[src/rtl/ghost_typist.sv]
`default_nettype none
// ============================================================================
// Module   : ghost_typist
// Purpose  : Scripted keystroke generator. Types one latched word (letters
//            0..n-1 followed by SPACE) onto the game's keyboard-event
//            interface. Each key is PRESS, HOLD, RELEASE (1 tick each),
//            then a GAP of max(interval,1) ticks.
// Ports    : clk_div     - 100 Hz tick clock, rising edge
//            rst         - asynchronous, active-high reset
//            start       - level-sampled request, honoured only in IDLE
//            word        - letter i in bits [5i+4:5i], a=1 .. z=26
//            wordnum     - letter count, clamped to MAX_CHARS
//            interval    - gap ticks between keystrokes (0 acts as 1)
//            typo_pos    - 1-based letter index for an injected typo, 0=none
//            key_down    - one-hot pressed-key map indexed by scan code
//            last_change - scan code of the most recent press or release
//            key_valid   - one-tick strobe on PRESS and RELEASE
//            busy        - high while a word is in progress
//            done        - one-tick pulse after the trailing SPACE
//            char_idx    - index of the letter currently being typed
// Options  : GHOST_TYPO_EN - when defined, letter typo_pos is first typed
//            as the next letter of the alphabet (z wraps to a), then
//            BACKSPACE, then the correct letter.
// Revision : 1.0 - initial release
// ============================================================================
module ghost_typist #(
    parameter int MAX_CHARS = 15
) (
    input  logic                   clk_div,
    input  logic                   rst,
    input  logic                   start,
    input  logic [5*MAX_CHARS-1:0] word,
    input  logic [4:0]             wordnum,
    input  logic [6:0]             interval,
    input  logic [4:0]             typo_pos,
    output logic [127:0]           key_down,
    output logic [8:0]             last_change,
    output logic                   key_valid,
    output logic                   busy,
    output logic                   done,
    output logic [4:0]             char_idx
);

    localparam logic [6:0] C_CODE_BACK  = 7'd102;
    localparam logic [6:0] C_CODE_SPACE = 7'd41;
    localparam logic [4:0] C_MAX_N      = 5'(MAX_CHARS);

    typedef enum logic [2:0] {
        ST_IDLE    = 3'd0,
        ST_PRESS   = 3'd1,
        ST_HOLD    = 3'd2,
        ST_RELEASE = 3'd3,
        ST_GAP     = 3'd4,
        ST_DONE    = 3'd5
    } state_t;

    state_t                 r_state, w_state_nxt;
    logic [5*MAX_CHARS-1:0] r_word;
    logic [4:0]             r_n;
    logic [6:0]             r_gap;
    logic [6:0]             r_cnt;
    logic [4:0]             r_idx;
    logic [6:0]             r_last;
    logic [4:0]             w_n;
    logic [4:0]             w_letter;
    logic [6:0]             w_code;
    logic                   w_retype;
    logic                   w_gap_end;

    function automatic logic [6:0] f_scan(input logic [4:0] l);
        case (l)
            5'd1:  f_scan = 7'd28;  5'd2:  f_scan = 7'd50;
            5'd3:  f_scan = 7'd33;  5'd4:  f_scan = 7'd35;
            5'd5:  f_scan = 7'd36;  5'd6:  f_scan = 7'd43;
            5'd7:  f_scan = 7'd52;  5'd8:  f_scan = 7'd51;
            5'd9:  f_scan = 7'd67;  5'd10: f_scan = 7'd59;
            5'd11: f_scan = 7'd66;  5'd12: f_scan = 7'd75;
            5'd13: f_scan = 7'd58;  5'd14: f_scan = 7'd49;
            5'd15: f_scan = 7'd68;  5'd16: f_scan = 7'd77;
            5'd17: f_scan = 7'd21;  5'd18: f_scan = 7'd45;
            5'd19: f_scan = 7'd27;  5'd20: f_scan = 7'd44;
            5'd21: f_scan = 7'd60;  5'd22: f_scan = 7'd42;
            5'd23: f_scan = 7'd29;  5'd24: f_scan = 7'd34;
            5'd25: f_scan = 7'd53;  5'd26: f_scan = 7'd26;
            default: f_scan = 7'd0;
        endcase
    endfunction

    // First letter index >= from holding a real letter; n means "go to SPACE".
    // Invalid codes are skipped here so they cost neither a keystroke nor a tick.
    function automatic logic [4:0] f_next_valid(input logic [5*MAX_CHARS-1:0] w,
                                                input logic [4:0] n,
                                                input logic [4:0] from);
        logic [4:0] res;
        logic [4:0] l;
        res = n;
        for (int j = MAX_CHARS - 1; j >= 0; j--) begin
            l = w[5*j +: 5];
            if (5'(j) >= from && 5'(j) < n && l >= 5'd1 && l <= 5'd26)
                res = 5'(j);
        end
        return res;
    endfunction

    assign w_n       = (wordnum > C_MAX_N) ? C_MAX_N : wordnum;
    assign w_letter  = (r_idx < C_MAX_N) ? r_word[5*r_idx +: 5] : 5'd0;
    assign w_gap_end = (r_state == ST_GAP) && (r_cnt == 7'd0);

`ifdef GHOST_TYPO_EN
    // r_phase walks 0 (wrong letter) -> 1 (BACKSPACE) -> 2 (correct letter)
    // while parked on the typo letter; it is 0 everywhere else.
    logic [4:0] r_typo;
    logic [1:0] r_phase;
    logic       w_typo_here;

    assign w_typo_here = (r_typo != 5'd0) && (r_typo <= r_n) &&
                         (r_idx == r_typo - 5'd1);
    assign w_retype    = w_typo_here && (r_phase != 2'd2);

    always_ff @(posedge clk_div or posedge rst) begin
        if (rst) begin
            r_typo  <= 5'd0;
            r_phase <= 2'd0;
        end else if (r_state == ST_IDLE && start) begin
            r_typo  <= typo_pos;
            r_phase <= 2'd0;
        end else if (w_gap_end) begin
            r_phase <= w_retype ? r_phase + 2'd1 : 2'd0;
        end
    end

    always_comb begin
        w_code = f_scan(w_letter);
        if (r_idx >= r_n)
            w_code = C_CODE_SPACE;
        else if (w_typo_here && r_phase == 2'd0)
            w_code = f_scan((w_letter == 5'd26) ? 5'd1 : w_letter + 5'd1);
        else if (w_typo_here && r_phase == 2'd1)
            w_code = C_CODE_BACK;
    end
`else
    logic w_unused_typo;

    assign w_unused_typo = ^typo_pos;
    assign w_retype      = 1'b0;
    assign w_code        = (r_idx >= r_n) ? C_CODE_SPACE : f_scan(w_letter);
`endif

    always_ff @(posedge clk_div or posedge rst) begin
        if (rst)
            r_state <= ST_IDLE;
        else
            r_state <= w_state_nxt;
    end

    always_comb begin
        w_state_nxt = r_state;
        key_down    = '0;
        key_valid   = 1'b0;
        busy        = (r_state != ST_IDLE) && (r_state != ST_DONE);
        done        = (r_state == ST_DONE);
        char_idx    = r_idx;
        last_change = {2'b00, r_last};
        case (r_state)
            ST_IDLE:    if (start) w_state_nxt = ST_PRESS;
            ST_PRESS: begin
                key_down[w_code] = 1'b1;
                key_valid        = 1'b1;
                last_change      = {2'b00, w_code};
                w_state_nxt      = ST_HOLD;
            end
            ST_HOLD: begin
                key_down[w_code] = 1'b1;
                last_change      = {2'b00, w_code};
                w_state_nxt      = ST_RELEASE;
            end
            ST_RELEASE: begin
                key_valid   = 1'b1;
                last_change = {2'b00, w_code};
                w_state_nxt = ST_GAP;
            end
            ST_GAP: begin
                if (r_cnt == 7'd0)
                    w_state_nxt = (!w_retype && r_idx >= r_n) ? ST_DONE : ST_PRESS;
            end
            ST_DONE:    w_state_nxt = ST_IDLE;
            default:    w_state_nxt = ST_IDLE;
        endcase
    end

    always_ff @(posedge clk_div or posedge rst) begin
        if (rst) begin
            r_word <= '0;
            r_n    <= 5'd0;
            r_gap  <= 7'd1;
            r_cnt  <= 7'd0;
            r_idx  <= 5'd0;
            r_last <= 7'd0;
        end else begin
            case (r_state)
                ST_IDLE: begin
                    if (start) begin
                        r_word <= word;
                        r_n    <= w_n;
                        r_gap  <= (interval == 7'd0) ? 7'd1 : interval;
                        r_idx  <= f_next_valid(word, w_n, 5'd0);
                    end
                end
                ST_RELEASE: begin
                    r_cnt  <= r_gap - 7'd1;
                    r_last <= w_code;
                end
                ST_GAP: begin
                    if (r_cnt != 7'd0)
                        r_cnt <= r_cnt - 7'd1;
                    else if (!w_retype && r_idx < r_n)
                        r_idx <= f_next_valid(r_word, r_n, r_idx + 5'd1);
                end
                default: ;
            endcase
        end
    end

endmodule
`default_nettype wire

[config.mk]
export PLATFORM = sky130hd
export DESIGN_NAME = ghost_typist
export DESIGN_NICKNAME = d
export VERILOG_FILES = /design/src/rtl/ghost_typist.sv
export SDC_FILE = /design/constraint.sdc
export NUM_CORES = 1
export LEC_CHECK = 0
export ABC_AREA = 1
export BUFFER_PORTS_ARGS = -buffer_cell sky130_fd_sc_hd__buf_2
export CORE_MARGIN = 2
export CORE_UTILIZATION = 45
export DETAILED_ROUTE_END_ITERATION = 16
export PLACE_DENSITY_LB_ADDON = 0.3
export SLEW_MARGIN = 0
export SYNTH_ARGS = -nofsm -noshare
export SYNTH_HDL_FRONTEND = slang
export SYNTH_SLANG_ARGS = --single-unit
[constraint.sdc]
create_clock -name clk_div -period 8.8 [get_ports clk_div]
set_input_delay 0.44 -clock clk_div [delete_from_list [all_inputs] [get_ports clk_div]]
set_output_delay 0.44 -clock clk_div [all_outputs]
set_load 0.01 [all_outputs]
==> run summary, run 1 <==
status = finished, final reports clean
CTS clk-pin slew, worst paths = 0.08 ns
Core Region = 0.01858 mm2
Root Buffer Master = clkbuf_16
setup bufs post-CTS = 0
yosys warns = 0
H-tree Lvls = 3
Final Net Count = 1590
main combinational cell family by area after synthesis = simple AND/OR/NAND/NOR gates
Fin Setup TNS = 0 ns
post_cts resized = 0
Slew @ Worst Pin = 1.168 ns
critical path peak fanout = 23
hold_buf cts = 0
Setup crit end kind = output pin
leak pwr = 5.087 nW
Final setup viols = 0
final worst path period need = 4.517 ns
Final Skew = 0.01227 ns
slowest cell delay on critical path = 0.50 ns
maximum clock insertion buffer count = 2
complex-gate fraction of the synthesized area = 12.76%
register area share after synthesis = 32.14%
routed vias = 9002
Global Route Usage Sum = 25.53%
mapped cell area = 0.008491 mm2
Avg Inst Size Synth = 6.418 um2
synthesized flop and latch total = 109
crit share post-route = 51.33%
DP HPWL = 19630 um
die width = 141.4 um
drt first-iter violations = 738
WP data required = 8.36 ns
post-DR vias/cell = 5.234
Worst R2R Setup Slack = 5.51 ns
met2 WL = 12080 um
multiplexer area fraction after synthesis = 0%
Finished Cell Area = 0.009614 mm2
largest net degree at the start of global routing = 114
highest routed layer = met4
Initial Util = 45.70%
relative slew slack = 22.15%
Hold WC Path Type = primary input to asynchronous set/reset pin
Power per Cell Area = 454.6 mW/mm2
critical path class = register to output pin
Initial DRT Pass Iterations = 7
Post-synth EDFFs = 0
post-route ant nets = 0
RSZ-0062 raised after global routing = no
ant diodes = 0
TritonCTS Buffers = 9
Post-Synth Adder-Cell Area = 2.063%
Cell Rows = 50
Netlist cell types = 51
crit-path cells = buf_4 -> nand2_2 -> inv_2 -> nand2_1 -> nand4_1 -> nand3_1 -> nand2_1 -> nand2_1 -> inv_1 -> ha_1 -> nand3_1 -> nor2_1 -> nor2_1 -> o21ai_2 -> nand3_2 -> nor2_4 -> nand3_2 -> nor2_1 -> buf_2
Post-Route WL = 25460 um
Port Buffer Count = 180
FILL cells = 1892
kind of start point of the critical path = register
dpl cell area = 0.009325 mm2
minimum hold slack = 0.05663 ns
Die Span Y = 141.4 um
share of layout cells above drive strength 1 = 17.16%
Top FF cell, synth = dfrtp_1
clk sinks = 109
full die area = 0.01998 mm2
first-pass GRT wire length = 40780 um
Slowest cell on crit path = dfrtp_1
final hold vios = 0
GPL Wtd Cong = 0.9893
Worst-Skew Late Latency = 0.37 ns
# DRC = 0
Synth async-reset ratio = 100.0%
P&R area growth vs syn = 13.23%
Slew Limit Fails = 0
grt total ovfl = 0
Synth Area in Simple Gates = 39.32%
TritonCTS clock tree = built
initial antenna violation count = 0
met1 wire length = 11170 um
overall power = 0.004371 W
crit path DAT = 4.08 ns
num ports = 240
Max VDD drop = 0.1760 mV
WL per Instance = 14.80 um
number of global-route vias before repair = 8235
Fmax = 0.2214 GHz
Synth Area in XOR/XNOR = 0.2063%
metal3 WL = 1634 um
max_cap viols = 0
Gate Count Post-Synth = 1323
worst max-delay path, delay by kind of cell (launching register included):
family                   cells  cell delay, ns
AO/OA/AOI/OAI                1            0.07
adder cells (fa/ha/maj)      1            0.24
buffers and inverters        4            0.94
flip-flops                   1            0.50
AND/OR/NAND/NOR             13            1.94
cells in the mapped netlist (14+ instances only):
| library cell | number | area (um2) |
|---|---|---|
| a21oi_1 | 46 | 230.2 |
| buf_4 | 61 | 457.9 |
| clkbuf_1 | 21 | 78.83 |
| dfrtp_1 | 108 | 2703 |
| ha_1 | 14 | 175.2 |
| inv_1 | 129 | 484.2 |
| nand2_1 | 390 | 1464 |
| nand3_1 | 92 | 460.4 |
| nand4_1 | 31 | 193.9 |
| nor2_1 | 174 | 653.1 |
| nor3_1 | 30 | 150.1 |
| o21ai_0 | 108 | 540.5 |
layer usage:
| metal | vias up | GRT usage (%) |
|---|---|---|
| met3 | 39 | 3.510 |
| met2 | 356 | 43.79 |
| met5 | - | 0 |
| li1 | 4486 | - |
| met1 | 4121 | 33.28 |
| met4 | 0 | 8.632 |
layout make-up:
class | count | area, um2 | area share (%)
clock buffer | 10 | 229.0 | 2.382
multi-input combinational | 1034 | 4825 | 50.18
sequential | 109 | 2729 | 28.38
tap | 234 | 292.8 | 3.045
inverter | 142 | 540.5 | 5.622
timing repair buffer | 185 | 938.4 | 9.761
clock inverter | 6 | 60.06 | 0.6247
through the flow:
stage	instances	util [%]	setup WS (ns)
final	1720	51.74	4.283
after global routing	1720	51.74	3.995
after CTS	1720	51.74	4.371
after detailed placement	1704	50.19	4.801
after global placement	1704	50.19	4.814
after floorplan	1376	-	5.488
cells in the final DEF (no fill, tap or decap), drive strengths merged, types with 2 or more instances in the layout:
master  count
o211ai      8
a211oi      3
nand3b      6
nor3       30
a31oi       2
ha         14
or2         3
o21ai     119
o21bai      3
xor2        2
nor4        6
nor2      181
a22oi       2
nand3     102
inv       146
o221ai      2
a21oi      49
dfrtp     108
nand2     404
buf       185
clkinv      2
nand4      32
clkbuf     10
o22ai       4
conb       54
path summary, 6_finish.rpt:
path / endpoint / startpoint / cells after the start
max in group asynchronous: r_gap[2]$_DFFE_PP0P_ / rst / 3
setup reg to reg: r_last[0]$_DFFE_PP0P_ / char_idx[0]$_DFFE_PP0P_ / 18
hold / removal: r_word[60]$_DFFE_PP0P_ / rst / 2
hold reg to reg: r_gap[3]$_DFFE_PP0P_ / r_gap[3]$_DFFE_PP0P_ / 2
min in group clk_div: r_word[29]$_DFFE_PP0P_ / word[29] / 3
setup / recovery: key_down[101] / char_idx[0]$_DFFE_PP0P_ / 19
sequential cells by signal, summed over array words and instances, names as in the netlist:
signal,count
r_cnt,7
char_idx,5
r_gap,7
r_n,5
r_last,7
r_word,75
r_state,3
power breakdown:
part	internal [W]	switching, W	leakage, nW
logic	0.000882	0.00211	3.60
registers	0.000741	0.000228	1.35
clock network	0.000201	0.000212	0.143
kinds of logic after synthesis:
| logic type | after synthesis |
|---|---|
| simple gates | 767 |
| buf+inv | 233 |
| compound gates | 197 |
| flops | 109 |
| fa+ha+maj | 14 |
| xor+xnor | 2 |
| other cells | 1 |
(Power assumes the default switching activity.)
==> run 2: changes to the inputs <==
- clock period: 8.8 -> 4.4 ns (I/O delays scaled with it)
==> run 2 against run 1 <==
Core utilization about the same; sequential share of layout area hardly changed; die area unchanged.
==> run summary, run 2 (synthesis results as in run 1) <==
family with the most delay on the worst path = simple AND/OR/NAND/NOR gates
FILL cells = 1891
post-route ant nets = 0
Fin Setup TNS = 0 ns
post_cts resized = 0
Setup crit end = key_down[101]
setup bufs post-CTS = 0
commonest non-fill, non-tap cell in the layout = nand2_1
initial antenna violation count = 0
Final Net Count = 1593
critical path class = register to output pin
Power per Cell Area = 902.6 mW/mm2
gr busiest metal = met2
share of layout cells above drive strength 1 = 17.34%
Port Buffer Count = 180
first-pass GRT wire length = 41230 um
slowest cell delay on critical path = 0.62 ns
Slowest cell on crit path = dfrtp_1
Fmax = 0.2485 GHz
Setup crit end kind = output pin
Core Region = 0.01858 mm2
TritonCTS Buffers = 9
num ports = 240
worst r2r dst = r_last[0]$_DFFE_PP0P_
status = finished, final reports clean
final worst path period need = 4.024 ns
Worst R2R Setup Slack = 1.29 ns
kind of start point of the critical path = register
Cell Rows = 50
final hold vios = 0
reg-to-reg startpoint = char_idx[0]$_DFFE_PP0P_
dpl cells = 1707
DP HPWL = 19520 um
critical path peak fanout = 15
Global Route Usage Sum = 25.43%
Worst R2R Path Depth = 17
Max VDD drop = 0.4379 mV
max_cap viols = 0
max FFs per register = 75
Worst-Skew Late Latency = 0.37 ns
ant diodes = 0
Die Span Y = 141.4 um
Initial Util = 45.70%
maximum clock insertion buffer count = 2
Final setup viols = 0
full die area = 0.01998 mm2
H-tree Lvls = 3
Hold WC Path Type = primary input to asynchronous set/reset pin
grt met1 use = 33.30%
largest register by flop count = r_word
Slew Limit Fails = 0
highest-count cells in the layout ignoring fill and taps = nand2_1, buf_2, nor2_1, inv_1
met2 Use GR = 43.25%
Initial DRT Pass Iterations = 5
sum of buffers and inverters on the critical path = 3
Root Buffer Master = clkbuf_16
P&R area growth vs syn = 13.32%
Critical Path Stages = 18
die width = 141.4 um
crit path DAT = 3.80 ns
crit share post-route = 91.45%
Post-Route WL = 25040 um
clk sinks = 109
Finished Layout Cells = 1722
GPL Wtd Cong = 0.9825
grt total ovfl = 0
leak pwr = 5.093 nW
post-DR vias/cell = 5.199
WL per Instance = 14.54 um
WP data required = 4.18 ns
RSZ-0062 raised after global routing = no
hold_buf cts = 0
number of global-route vias before repair = 8329
largest net degree at the start of global routing = 114
TritonCTS clock tree = built
Slew @ Worst Pin = 1.117 ns
crit-path cells = nand2_2 -> inv_2 -> nand2_1 -> nand4_1 -> nand3_1 -> nand2_1 -> nand2_1 -> inv_1 -> ha_1 -> nand3_1 -> nor2_1 -> nor2_1 -> o21ai_2 -> nand3_2 -> nor2_4 -> nand3_2 -> nor2_1 -> buf_2
CTS clk-pin slew, worst paths = 0.08 ns
# DRC = 0
routed vias = 8953
relative slew slack = 25.56%
drt first-iter violations = 719
met3 Use GR = 3.881%
worst setup path startpoint = char_idx[0]$_DFFE_PP0P_
Final Skew = 0.01049 ns
Finished Cell Area = 0.009622 mm2
dpl cell area = 0.009348 mm2
[run 2: area by class of cell]
type	instances	area (um2)	share of cell area, %
clock inverters	6	48.80	0.5072
inverters	142	540.5	5.618
well taps	234	292.8	3.043
clock buffers	9	225.2	2.341
flip-flops and latches	109	2729	28.36
repair buffers	188	960.9	9.987
multi-input cells	1034	4825	50.14
[run 2: how the worst min path moves through the flow]
stage                     cells past startpoint                      to  slack [ns]   startpoint
final                                         2  r_word[47]$_DFFE_PP0P_        0.05          rst
after global routing                          3    r_gap[5]$_DFFE_PP0P_        0.08  interval[5]
after CTS                                     3  r_word[29]$_DFFE_PP0P_        0.07     word[29]
after detailed placement                      3    r_gap[5]$_DFFE_PP0P_        0.45  interval[5]
after global placement                        3    r_gap[5]$_DFFE_PP0P_        0.44  interval[5]
after floorplan                               2    r_gap[2]$_DFFE_PP0P_        0.34  interval[2]
[run 2: power breakdown]
part	leakage [nW]	internal [W]	total, W	switching [W]
registers	1.35	0.00148	0.00193	0.000443
logic	3.61	0.00179	0.00597	0.00418
clock network	0.135	0.000389	0.000794	0.000405
[run 2: through the flow]
step	hold slack, ns	util (%)	worst slack (ns)	power, W
detailed placement	0.4526	50.31	0.8057	0.007847
global route	0.08483	51.78	0.01082	0.009603
floorplan	0.3366	-	1.308	0.006382
finish	0.04584	51.78	0.3763	0.008685
CTS	0.07048	51.78	0.4032	0.008662
global placement	0.4420	50.31	0.8464	0.007768
[run 2: layer usage]
layer	vias to the layer above	wire [um]	share of wire, %
li1	4472	-	-
met1	4139	11100	44
met2	301	11910	48
met3	41	1424	5.7
met4	0	601	2.4
met5	-	0	0
==> run 3: changes to the inputs <==
- GPL_TIMING_DRIVEN: default -> 0
==> run 3 against run 2 <==
Setup slack worse by 0.069 ns; clock power is 2% higher; sequential power hardly changed; total power is 4.0% higher; cell count is 4.9% higher; combinational power is 5.5% higher; flip-flop and latch count stayed put; fmax is 1.7% lower; non-clock buffer count is 84 higher; cell area is 6.0% higher; largest cell class unchanged; worst hold slack worse by 0.034 ns.
==> run summary, run 3 (synthesis results as in run 1) <==
status = finished, final reports clean
Psw = 0.005255 W
leak pwr = 5.466 nW
share of layout cells above drive strength 1 = 20.41%
Clk network pwr share = 9.0%
commonest non-fill, non-tap cell in the layout = nand2_1
max_cap viols = 0
dpl cells = 1791
max FFs per register = 75
WL per Instance = 15.63 um
Final Skew = 0.01496 ns
Sw Ratio = 58.20%
maximum clock insertion buffer count = 2
critical path peak fanout = 10
crit share post-route = 93.01%
highest-count cells in the layout ignoring fill and taps = nand2_1, buf_2, nor2_1, inv_1
Comb pwr share = 69.8%
Power per Cell Area = 885.4 mW/mm2
relative slew slack = 44.88%
Worst-Skew Late Latency = 0.37 ns
overall power = 0.009030 W
Initial Util = 45.70%
Slew Limit Fails = 0
P&R area growth vs syn = 20.11%
TritonCTS Buffers = 9
Root Buffer Master = clkbuf_16
ant diodes = 0
routed vias = 9478
family with the most delay on the worst path = simple AND/OR/NAND/NOR gates
TritonCTS clock tree = built
Initial DRT Pass Iterations = 6
largest net degree at the start of global routing = 66
kind of start point of the critical path = register
drt first-iter violations = 938
number of global-route vias before repair = 8708
sum of buffers and inverters on the critical path = 6
slowest cell delay on critical path = 0.51 ns
post-route ant nets = 0
critical path class = register to output pin
final hold vios = 0
Finished Layout Cells = 1807
Slowest cell on crit path = dfrtp_1
H-tree Lvls = 3
final worst path period need = 4.093 ns
full die area = 0.01998 mm2
Die Span Y = 141.4 um
die width = 141.4 um
first-pass GRT wire length = 44250 um
post-DR vias/cell = 5.245
RSZ-0062 raised after global routing = no
Internal Pwr Total = 0.003774 W
Max VDD drop = 0.4184 mV
Cell Rows = 50
hold_buf cts = 0
Slew @ Worst Pin = 0.8205 ns
DP HPWL = 22470 um
crit path DAT = 3.87 ns
Port Buffer Count = 180
Fmax = 0.2443 GHz
clk sinks = 109
largest register by flop count = r_word
CTS clk-pin slew, worst paths = 0.08 ns
GPL Wtd Cong = 1.050
num ports = 240
Final Net Count = 1677
crit-path cells = buf_4 -> nand2_2 -> inv_2 -> buf_6 -> nand2_1 -> nand4_1 -> nand3_1 -> nand2_1 -> nand2_1 -> inv_1 -> ha_1 -> nand3_1 -> nor2_1 -> nor2_1 -> o21ai_2 -> nand3_2 -> nor2_4 -> nand3_2 -> buf_4 -> nor2_1 -> buf_2
part of the power in registers = 21.2%
Setup crit end kind = output pin
initial antenna violation count = 0
Global Route Usage Sum = 28.06%
Final setup viols = 0
dpl cell area = 0.009913 mm2
WP data required = 4.18 ns
Finished Cell Area = 0.01020 mm2
# DRC = 0
Core Region = 0.01858 mm2
Post-Route WL = 28240 um
Hold WC Path Type = primary input to asynchronous set/reset pin
grt total ovfl = 0
==> run 3: changes by cell type in the layout (fill, tap and decap cells not counted) <==
cell | previous run | this run
buf_4 | 8 | 61
clkbuf_1 | 0 | 21
buf_2 | 180 | 184
buf_6 | 0 | 4
buf_1 | 0 | 1
buf_16 | 0 | 1
inv_6 | 0 | 1
nand2_1 | 390 | 389
nand2_2 | 12 | 13
nor2_1 | 173 | 174
nor2_4 | 5 | 4
==> run 3: area by class of cell <==
type,instances,area [um2]
Fill cell,1902,8382
Multi-Input combinational cell,1034,4820
Sequential cell,109,2729
Timing Repair Buffer,181,928.4
Buffer,91,605.6
Inverter,142,540.5
Tap cell,234,292.8
Clock buffer,9,225.2
Clock inverter,7,57.56
==> run 3: worst paths after layout <==
check	slack, ns	cells after the start	end	from
worst min register to register	0.47	2	r_gap[3]$_DFFE_PP0P_	r_gap[3]$_DFFE_PP0P_
max in group asynchronous	3.61	3	r_gap[0]$_DFFE_PP1P_	rst
min in group clk_div	0.07	3	r_word[14]$_DFFE_PP0P_	word[14]
worst max register to register	1.21	18	r_last[0]$_DFFE_PP0P_	char_idx[0]$_DFFE_PP0P_
worst max-delay path	0.31	21	key_down[101]	char_idx[0]$_DFFE_PP0P_
worst min-delay path	0.01	2	r_word[55]$_DFFE_PP0P_	rst
==> run 3: worst register-to-register path, stage by stage, from the launching register on <==
cell     delay, ns
dfrtp_1       0.51
buf_4         0.26
buf_2         0.30
nand2_1       0.11
nand3_1       0.09
nand4_1       0.11
nand3_1       0.18
nand2_1       0.11
nand2_1       0.20
inv_1         0.12
ha_1          0.26
nand2_1       0.10
nand2_1       0.08
nand2_1       0.08
nand2_1       0.05
nand2_1       0.10
nand3_4       0.14
inv_2         0.19
o21ai_0       0.10
==> run 3: repair_timing <==
action	4_1_cts	5_1_grt
resized for setup	0	1
endpoints found under the setup margin	0	6
buffers inserted	0	0
==> run 3: power by group through the flow <==
stage          clock network [W]  registers (W)  logic, W
5_1_grt                 0.000852        0.00197   0.00706
6_report                0.000812        0.00192   0.00630
4_1_cts                 0.000812        0.00190   0.00621
2_1_floorplan                  0        0.00179   0.00459
3_5_place_dp                   0        0.00191   0.00619
3_3_place_gp                   0        0.00190   0.00609
==> run 3: metal layers <==
layer	GRT usage (%)	part of all wire [%]	wire length [um]
met4	11.05	3.3	934
met5	0	0	0
met1	35.40	42	11760
met3	6.075	8.5	2414
met2	47.09	46	13130
==> run 3: per-stage QoR <==
stage	setup slack (ns)	setup TNS, ns	util, %	hold slack [ns]
final	0.3074	0	54.89	0.01139
after detailed placement	0.7424	0	53.35	0.4471
after CTS	0.3412	0	54.88	0.05418
after global placement	-0.1051	-10.14	53.19	0.4401
after global routing	0.05895	0	54.89	0.08662
after floorplan	1.308	0	-	0.3366
